File: src/rtl/exe_pkg.sv
// Shared definitions for the execute stage: opcodes, mul/div FSM states,
// default datapath width.
// Optional build macro: MULDIV_HI_EN (adds the MFHI opcode / hi register).
package exe_pkg;

    localparam int DATA_W_DEF = 32;

    localparam logic [3:0] CMD_ADD  = 4'b0000;
    localparam logic [3:0] CMD_SUB  = 4'b0010;
    localparam logic [3:0] CMD_AND  = 4'b0100;
    localparam logic [3:0] CMD_OR   = 4'b0101;
    localparam logic [3:0] CMD_NOR  = 4'b0110;
    localparam logic [3:0] CMD_XOR  = 4'b0111;
    localparam logic [3:0] CMD_SLL  = 4'b1000;
    localparam logic [3:0] CMD_SRL  = 4'b1001;
    localparam logic [3:0] CMD_SRA  = 4'b1010;
    localparam logic [3:0] CMD_MUL  = 4'b1100;
    localparam logic [3:0] CMD_DIV  = 4'b1101;
    localparam logic [3:0] CMD_MFHI = 4'b1110;

    // Engine operation select
    localparam logic MD_MUL = 1'b0;
    localparam logic MD_DIV = 1'b1;

    typedef enum logic [1:0] {
        ST_IDLE = 2'd0,
        ST_BUSY = 2'd1,
        ST_DONE = 2'd2
    } md_state_e;

endpackage

File: src/rtl/muldiv_iter.sv
// Iterative radix-2 signed multiply / divide engine.
// Works on magnitudes: shift-add for MUL, restoring shift-subtract for DIV,
// sharing one 2*DATA_W accumulator ({hi, lo} or {remainder, quotient}).
// Sign correction is applied on the final iteration so res_q is ready in DONE.
// Optional build macro: MULDIV_HI_EN (exports high product / remainder).
module muldiv_iter
    import exe_pkg::*;
#(
    parameter int DATA_W = DATA_W_DEF,
    parameter int CNT_W  = 5
) (
    input  logic              clk,
    input  logic              rst,
    input  logic              i_start,
    input  logic              i_op,
    input  logic [DATA_W-1:0] i_a,
    input  logic [DATA_W-1:0] i_b,
    input  logic              i_flush,
    output logic              o_done,
    output logic              o_busy,
    output logic [DATA_W-1:0] o_result
`ifdef MULDIV_HI_EN
    ,
    output logic [DATA_W-1:0] o_hi_result
`endif
);

    md_state_e             r_state;
    md_state_e             w_state_nxt;
    logic [CNT_W-1:0]      r_cnt;
    logic                  r_op;
    logic                  r_res_neg;
    logic                  r_bz;
    logic [DATA_W-1:0]     r_opnd;
    logic [DATA_W-1:0]     r_res;
    logic [2*DATA_W-1:0]   r_acc;
    logic [2*DATA_W-1:0]   w_acc_nxt;
    logic [DATA_W:0]       w_sum;
    logic [DATA_W:0]       w_rsh;
    logic [DATA_W:0]       w_diff;
    logic [DATA_W-1:0]     w_a_mag;
    logic [DATA_W-1:0]     w_b_mag;
    logic [DATA_W-1:0]     w_lo;
    logic [DATA_W-1:0]     w_res;
    logic                  w_a_neg;
    logic                  w_b_neg;
    logic                  w_last;
`ifdef MULDIV_HI_EN
    logic                  r_rem_neg;
    logic [DATA_W-1:0]     r_hi_res;
    logic [DATA_W-1:0]     w_hi;
    logic [DATA_W-1:0]     w_acc_hi;
`endif

    assign w_a_neg = i_a[DATA_W-1];
    assign w_b_neg = i_b[DATA_W-1];
    assign w_a_mag = w_a_neg ? -i_a : i_a;
    assign w_b_mag = w_b_neg ? -i_b : i_b;
    assign w_last  = (r_cnt == CNT_W'(DATA_W - 1));

    // State register
    always_ff @(posedge clk or posedge rst) begin
        if (rst) r_state <= ST_IDLE;
        else     r_state <= w_state_nxt;
    end

    // Next state: flush wins everywhere; a flush in IDLE suppresses the start
    always_comb begin
        w_state_nxt = r_state;
        case (r_state)
            ST_IDLE: if (i_start && !i_flush) w_state_nxt = ST_BUSY;
            ST_BUSY: begin
                if (i_flush)     w_state_nxt = ST_IDLE;
                else if (w_last) w_state_nxt = ST_DONE;
            end
            ST_DONE: w_state_nxt = ST_IDLE;
            default: w_state_nxt = ST_IDLE;
        endcase
    end

    // One radix-2 step: shift-add for MUL, restoring subtract for DIV
    always_comb begin
        w_sum  = {1'b0, r_acc[2*DATA_W-1:DATA_W]} + (r_acc[0] ? {1'b0, r_opnd} : '0);
        w_rsh  = r_acc[2*DATA_W-1:DATA_W-1];
        w_diff = w_rsh - {1'b0, r_opnd};
        if (r_op == MD_DIV) begin
            if (!w_diff[DATA_W]) w_acc_nxt = {w_diff[DATA_W-1:0], r_acc[DATA_W-2:0], 1'b1};
            else                 w_acc_nxt = {w_rsh[DATA_W-1:0],  r_acc[DATA_W-2:0], 1'b0};
        end else begin
            w_acc_nxt = {w_sum, r_acc[DATA_W-1:1]};
        end
    end

    // Sign correction of the final step. The low half of a negated 2W-bit
    // product only depends on the low half, so MUL and DIV share it.
    always_comb begin
        w_lo  = w_acc_nxt[DATA_W-1:0];
        w_res = r_bz ? '1 : (r_res_neg ? -w_lo : w_lo);
`ifdef MULDIV_HI_EN
        w_acc_hi = w_acc_nxt[2*DATA_W-1:DATA_W];
        if (r_op == MD_DIV)
            w_hi = r_rem_neg ? -w_acc_hi : w_acc_hi;
        else
            w_hi = r_res_neg ? (~w_acc_hi + DATA_W'(w_lo == '0)) : w_acc_hi;
`endif
    end

    // Operand latch at issue, iteration in BUSY, result capture on last step
    always_ff @(posedge clk or posedge rst) begin
        if (rst) begin
            r_cnt     <= '0;
            r_op      <= MD_MUL;
            r_res_neg <= 1'b0;
            r_bz      <= 1'b0;
            r_opnd    <= '0;
            r_acc     <= '0;
            r_res     <= '0;
`ifdef MULDIV_HI_EN
            r_rem_neg <= 1'b0;
            r_hi_res  <= '0;
`endif
        end else if (!i_flush) begin
            if (r_state == ST_IDLE && i_start) begin
                r_op      <= i_op;
                r_res_neg <= w_a_neg ^ w_b_neg;
                r_bz      <= (i_op == MD_DIV) && (i_b == '0);
                r_opnd    <= (i_op == MD_DIV) ? w_b_mag : w_a_mag;
                r_acc     <= {{DATA_W{1'b0}}, ((i_op == MD_DIV) ? w_a_mag : w_b_mag)};
                r_cnt     <= '0;
`ifdef MULDIV_HI_EN
                r_rem_neg <= w_a_neg;
`endif
            end else if (r_state == ST_BUSY) begin
                r_acc <= w_acc_nxt;
                r_cnt <= r_cnt + 1'b1;
                if (w_last) begin
                    r_res <= w_res;
`ifdef MULDIV_HI_EN
                    r_hi_res <= w_hi;
`endif
                end
            end
        end
    end

    assign o_done   = (r_state == ST_DONE);
    assign o_busy   = (r_state == ST_BUSY);
    assign o_result = r_res;
`ifdef MULDIV_HI_EN
    assign o_hi_result = r_hi_res;
`endif

endmodule

File: src/rtl/exe_muldiv_alu.sv
// Execute-stage ALU: single-cycle logic/arith/shift ops plus an iterative
// signed MUL/DIV engine that holds stall until its result is in DONE.
// Optional build macro: MULDIV_HI_EN (hi output register and MFHI opcode).
module exe_muldiv_alu
    import exe_pkg::*;
#(
    parameter int DATA_W = DATA_W_DEF,
    parameter int CNT_W  = 5
) (
    input  logic              clk,
    input  logic              rst,
    input  logic              flush,
    input  logic [3:0]        EXE_CMD,
    input  logic [DATA_W-1:0] Val1,
    input  logic [DATA_W-1:0] Val2,
    output logic [DATA_W-1:0] ALU_result,
    output logic              stall,
    output logic              busy
`ifdef MULDIV_HI_EN
    ,
    output logic [DATA_W-1:0] hi
`endif
);

    logic [DATA_W-1:0] w_alu;
    logic [DATA_W-1:0] w_md_res;
    logic [4:0]        w_shamt;
    logic              w_is_md;
    logic              w_md_done;
    logic              w_md_busy;
    logic              w_md_idle;
`ifdef MULDIV_HI_EN
    logic [DATA_W-1:0] w_md_hi;
    logic [DATA_W-1:0] r_hi;
`endif

    assign w_shamt   = Val2[4:0];
    assign w_is_md   = (EXE_CMD == CMD_MUL) || (EXE_CMD == CMD_DIV);
    assign w_md_idle = !w_md_busy && !w_md_done;

    muldiv_iter #(
        .DATA_W (DATA_W),
        .CNT_W  (CNT_W)
    ) u_md (
        .clk         (clk),
        .rst         (rst),
        .i_start     (w_is_md),
        .i_op        (EXE_CMD == CMD_DIV),
        .i_a         (Val1),
        .i_b         (Val2),
        .i_flush     (flush),
        .o_done      (w_md_done),
        .o_busy      (w_md_busy),
        .o_result    (w_md_res)
`ifdef MULDIV_HI_EN
        ,
        .o_hi_result (w_md_hi)
`endif
    );

    // Single-cycle ALU; MUL/DIV and unknown opcodes read as zero here
    always_comb begin
        w_alu = '0;
        case (EXE_CMD)
            CMD_ADD:  w_alu = Val1 + Val2;
            CMD_SUB:  w_alu = Val1 - Val2;
            CMD_AND:  w_alu = Val1 & Val2;
            CMD_OR:   w_alu = Val1 | Val2;
            CMD_NOR:  w_alu = ~(Val1 | Val2);
            CMD_XOR:  w_alu = Val1 ^ Val2;
            CMD_SLL:  w_alu = Val1 << w_shamt;
            CMD_SRL:  w_alu = Val1 >> w_shamt;
            CMD_SRA:  w_alu = $signed(Val1) >>> w_shamt;
`ifdef MULDIV_HI_EN
            CMD_MFHI: w_alu = r_hi;
`endif
            default:  w_alu = '0;
        endcase
    end

`ifdef MULDIV_HI_EN
    // hi takes the high product / remainder as the engine leaves DONE
    always_ff @(posedge clk or posedge rst) begin
        if (rst)                      r_hi <= '0;
        else if (w_md_done && !flush) r_hi <= w_md_hi;
    end
    assign hi = r_hi;
`endif

    // Stall covers the issue cycle and all BUSY cycles; forced low in reset
    assign stall      = !rst && (w_md_busy || (w_md_idle && w_is_md));
    assign busy       = w_md_busy;
    assign ALU_result = w_md_done ? w_md_res : w_alu;

endmodule
File: config.mk
export PLATFORM = sky130hd
export DESIGN_NAME = exe_muldiv_alu
export DESIGN_NICKNAME = d
export VERILOG_FILES = /design/src/rtl/exe_pkg.sv /design/src/rtl/muldiv_iter.sv /design/src/rtl/exe_muldiv_alu.sv
export SDC_FILE = /design/constraint.sdc
export NUM_CORES = 1
export LEC_CHECK = 0
export CORE_MARGIN = 10
export CORE_UTILIZATION = 50
export CTS_CLUSTER_DIAMETER = 40
export CTS_CLUSTER_SIZE = 14
export DETAILED_ROUTE_END_ITERATION = 8
export PLACE_DENSITY = 0.7
export SYNTH_ARGS = -nofsm -noshare
export SYNTH_HDL_FRONTEND = slang
export SYNTH_SLANG_ARGS = --single-unit
File: constraint.sdc
create_clock -name clk -period 14.9 [get_ports clk]
set_clock_uncertainty 0.2 [all_clocks]
set_input_delay 2.98 -clock clk [delete_from_list [all_inputs] [get_ports clk]]
set_output_delay 2.98 -clock clk [all_outputs]
set_load 0.005 [all_outputs]
* After elaboration in Yosys (flattened, before gate mapping)
Cells that the tools add are included.
** Cells by class
- $add $sub $neg :: 8
- Equality and inequality tests :: 15
- Shifts and indexed selects :: 3
- Muxes and demuxes :: 19
- Bitwise operators :: 7
- Reduce and logical (&&, ||, !) cells :: 20
** Operator list (number)
- $pmux W32 S9 :: 1
- $mux W32 :: 8
- $mux W64 :: 4
- $neg A32 Y32 :: 3
- $add A32 B33 Y33 :: 1
- $sub A33 B32 Y33 :: 1
- $add A32 B32 Y32 :: 1
- $and A32 B32 Y32 :: 1
- $logic_not A32 Y1 :: 1
- $not A32 Y32 :: 1
- $or A32 B32 Y32 :: 1
- $shl A32 B5 Y32 :: 1
- $shr A32 B5 Y32 :: 1
- $sshr A32 B5 Y32 :: 1
- $sub A32 B32 Y32 :: 1
- $xor A32 B32 Y32 :: 1
- $eq A4 B4 Y1 const B :: 5
- $eq A4 B3 Y1 const B :: 4
- $mux W5 :: 2
- $logic_and A1 B1 Y1 :: 6
- $mux W2 :: 3
- $reduce_and A2 Y1 :: 3
- $add A5 B1 Y5 const B :: 1
- $eq A5 B5 Y1 const B :: 1
- 14 further kinds :: 19
** Storage, ports and cells
- Bits in registers :: 138
- Input port bits :: 71
- Output and inout bits :: 34
- Word-level logic and storage cells :: 80

* Depth between registers and ports, before layout
- Depth in word-level cells :: 6
- Mapped depth :: 22
- Gate-level depth less buffers :: 21

* By module
A second synthesis with hierarchy kept.
** Unflattened totals
- Cell total of the unflattened synthesis :: 2705
- Area, all modules :: 20552.2 um^2
** By module, submodules not included
- muldiv_iter :: instances 1, cells each 1527, area each 12137.9 um^2, sequential area each 3453.3 um^2
- exe_muldiv_alu :: instances 1, cells each 1178, area each 8414.3 um^2, sequential area each 0.0 um^2

* Least setup slack after synthesis
No wires, ideal clock.
- Path type :: input to output
- Start :: input port EXE_CMD[0]
- End :: output port ALU_result[29]
- Data arrival time :: 6.927 ns
- Required time :: 11.720 ns
- Slack :: 4.793 ns
- Cell stages on the path :: 17
- Path buffers :: 3
- Path through :: clkbuf_1 > nor3_1 > nand2_1 > clkbuf_1 > clkbuf_1 > nand2_1 > xnor2_1 > ha_1 > a2111oi_0 > nand2_1 > a32oi_1 > o22ai_1 > a2111oi_0 > a2111oi_0 > a2111oi_0 > xor2_1 > o21ai_0
** Between the ends
- Longest elaborated chain between the ends :: 3
- Elaborated cells on any way between the ends :: 11
- Those cells by class :: eq/ne: 8; mux: 2; reduce/logical: 1
** Ends and longest elaborated chain
- start, declared :: line exe_muldiv_alu.sv:13 : input logic [3:0] EXE_CMD,
- $eq A4 B4 Y1, or another cell as far along :: line exe_muldiv_alu.sv:64 : case (EXE_CMD)
- $pmux W32 S9 (*) :: line exe_muldiv_alu.sv:64
- $mux W32 (*) :: line exe_muldiv_alu.sv:93 : assign ALU_result = w_md_done ? w_md_res : w_alu;
- end, declared :: line exe_muldiv_alu.sv:16 : output logic [DATA_W-1:0] ALU_result,
Every way passes the cells marked *; elsewhere a longest branch is shown, timed or not.

* Worst setup path after layout
- Start :: input port EXE_CMD[2]
- End :: output port ALU_result[29]
The elaborated chain is that of the path after synthesis.

==> results.toml <==
[outcome]
status = "finished clean"

[power]
p_sw_frac = 0.499
p_per_area_mw_per_mm2 = 134
p_leak_nw = 9.55
p_sw_mw = 1.46
ir_worst_vdd_v = 0.0000909
clockPowerShare = 0.151
internal_power_mw = 1.47
pwr-share-seq = 0.211
combPwrFrac = 0.639
total_power_mw = 2.92

[clocking]
clock_tree.htree_level_count = 4
clockBufferDepth = 2
clock_latency_ps = 450
cts_num_sinks = 138
cts_buffers = 17
post_cts_buffers = 0
cts_resized = 0
cts_hold_buf = 0
cts_tree = "yes"
cts-root-buf = "clkbuf_16"
clk_pin_slew_ps = 70

[die]
die_w_um = 220
core_mm2 = 0.0395
ios = 105
dieArea_mm2 = 0.0483
start_util = 0.504
die_h_um = 220
rows = 73

[place]
place_ws_ps = 2660
placed_cells_incl_taps = 3146
gp_congestion = 1.04
dpl-instance-area_mm2 = 0.0213
dpl.hpwl_um = 63400
port-buffer-count = 104

[global_route]
grt_max_degree = 82
grt_pass1_vias = 20000
grt_pass1_wl_um = 125000
overflow = 0
antenna_found_initial = 0
grt.total_usage = 0.337

[worst_hold_path]
hp-start = "u_md.r_cnt[4]"
hp-class = "reg2reg"
min_path_cells = 1

[worst_setup_path]
critical_path_peak_fanout = 30
cp-start-kind = "primary input"
crit_arrival_ps = 9200
reg2reg_depth = 22
path_class = "in2out"
crit-reg2reg-launch = "u_md.r_acc[31]"
required_ps = 11720
cp-end-kind = "primary output"
startpoint = "EXE_CMD[2]"

[cells_and_area]
multi_input_area_mm2 = 0.0154
antennaDiodeCount = 0
final_cell_count_no_fill = 3178
area_growth_syn_to_layout_pct = 9.87
drive_gt1_frac = 0.0660
regArea_mm2 = 0.00345
post-route-util = 0.554
design_area_mm2 = 0.0219
nNetsFinal = 2883
fill_cells = 3752

[route]
drtIter0Drc = 2821
first_pass_iters = 8
wl_um = 83200
wire_per_inst_um = 26.2
drtAntennaViolNets = 0
avgViaCountPerCell = 6.65
remaining_drc_errors = 0
dr_total_vias = 21100

[timing]
slew_violations = 0
fin_setup_tns_ps = 0
fin_ws_ps = 2520
slew_headroom = 0.223
finalSetupViolations = 0
hold_violations = 0
fin_crit_ps = 12380
hold_slack_ps = 311
rsz0062_at_grt = "no"
fmax_mhz = 80.8
tightestPinTransition_ps = 1160
fin_crit_sh = 0.831

[run]
drv_cap = 0

[synthesis]
yosys_register_bits = 138
syn_inst = 2641
synth_top_area_frac = 0.173
synth.cell_area_mm2 = 0.0199
synth_ff_type = "dfrtp_1"
synth-edff-count = 0
avgSynthCellArea_um2 = 7.55
yosysWarnings = 0
synth_area_leaders = "dfrtp_1, ha_1, mux2i_1"
synth_top_area_cell = "dfrtp_1"
seq_area_frac_synth = 0.173
synth_nets = 2884
synthArstFlopShare = 1.00
ys_types = 78
[placed cells by master, fill, tap and decap left out, drive strengths merged, types with 33 or more instances in the layout]
master           n
a21o            33
a21oi          213
and2            45
buf             49
clkdlybuf4s50   97
dfrtp          138
ha             169
inv            130
mux2i          138
mux4            37
nand2          294
nand3           39
nor2           240
o211ai          38
o21ai          276
xnor2          153
xor2            46
[critical path, cell delays in order]
cell and delay (ps):
clkdlybuf4s50_1 530, nor3_1 190, buf_4 250, nand2_1 700
o21ai_0 630, inv_1 90, ha_1 270, nor2b_1 140
o31ai_1 430, nand2_1 180, a32oi_1 410, o22ai_1 360
a2111oi_0 470, a2111oi_0 150, a2111oi_0 530, xor2_1 110
o21ai_0 170, clkdlybuf4s50_1 560
[kinds of logic after synthesis]
| kind of cell | Yosys count | synth area share |
|---|---|---|
| adders and majority gates | 172 | 0.109 |
| buffers and inverters | 291 | 0.0557 |
| AOI/OAI and AO/OA | 846 | 0.266 |
| and+or+nand+nor | 799 | 0.185 |
| muxes | 196 | 0.123 |
| xor gates and xnor gates | 199 | 0.0874 |
| DFF | 138 | 0.173 |
[flip-flops by register name, summed over array words and instances, names as in the netlist]
signal and count:
u_md.r_bz 1, u_md.r_opnd 32, u_md.r_state 2, u_md.r_acc 64, u_md.r_res_neg 1, u_md.o_result 32, u_md.r_op 1, u_md.r_cnt 5
[power groups by stage]
stage / combinational (mW) / clock (mW) / sequential [mW]
final: 1.87 / 0.441 / 0.616
after global routing: 2.03 / 0.458 / 0.632
after CTS: 1.82 / 0.444 / 0.611
after detailed placement: 1.81 / 0 / 0.616
after global placement: 1.77 / 0 / 0.614
after floorplan: 1.35 / 0 / 0.564
[synthesized netlist by cell type (15+ instances only)]
cell type / count
nand2_1: 293
o21ai_0: 273
nor2_1: 240
a21oi_1: 212
ha_1: 169
xnor2_1: 153
dfrtp_1: 138
mux2i_1: 138
inv_1: 120
clkbuf_1: 117
xor2_1: 46
and2_1: 45
nand3_1: 39
o211ai_1: 38
mux4_2: 37
buf_1: 35
a21o_1: 33
nand2b_1: 29
a22oi_1: 28
o221ai_1: 27
or3_1: 27
a31oi_1: 25
nor3_1: 25
o31ai_1: 23
mux2_2: 21
a221oi_1: 20
nand4_1: 20
a221o_1: 18
a22o_1: 17
o22ai_1: 17
a211oi_1: 16
and3_1: 16
a211o_1: 15
[per-layer routing]
metal / vias to the layer above / GRT usage / wire length [um]
met5: - / 0 / 0
met4: 0 / 0.171 / 4380
met3: 170 / 0.0524 / 7470
met2: 1133 / 0.526 / 36900
met1: 10200 / 0.444 / 34400
li1: 9624 / - / -
[area by class of cell]
class                           instances  share of cell area
Multi-Input combinational cell       2212               0.703
Sequential cell                       138               0.158
Timing Repair Buffer                  146              0.0607
Tap cell                              525              0.0300
Inverter                              125              0.0217
Clock buffer                           18              0.0201
Clock inverter                         14             0.00691
[worst paths after layout]
path                                          end  slack, ps
worst min-delay path                u_md.r_cnt[4]        310
max in group asynchronous               u_md.r_op      10260
worst max register to register  u_md.o_result[28]       8310
worst min register to register      u_md.r_cnt[4]        310
min in group asynchronous           u_md.r_cnt[4]       2880
worst max-delay path               ALU_result[29]       2520
(Power assumes the default switching activity.)
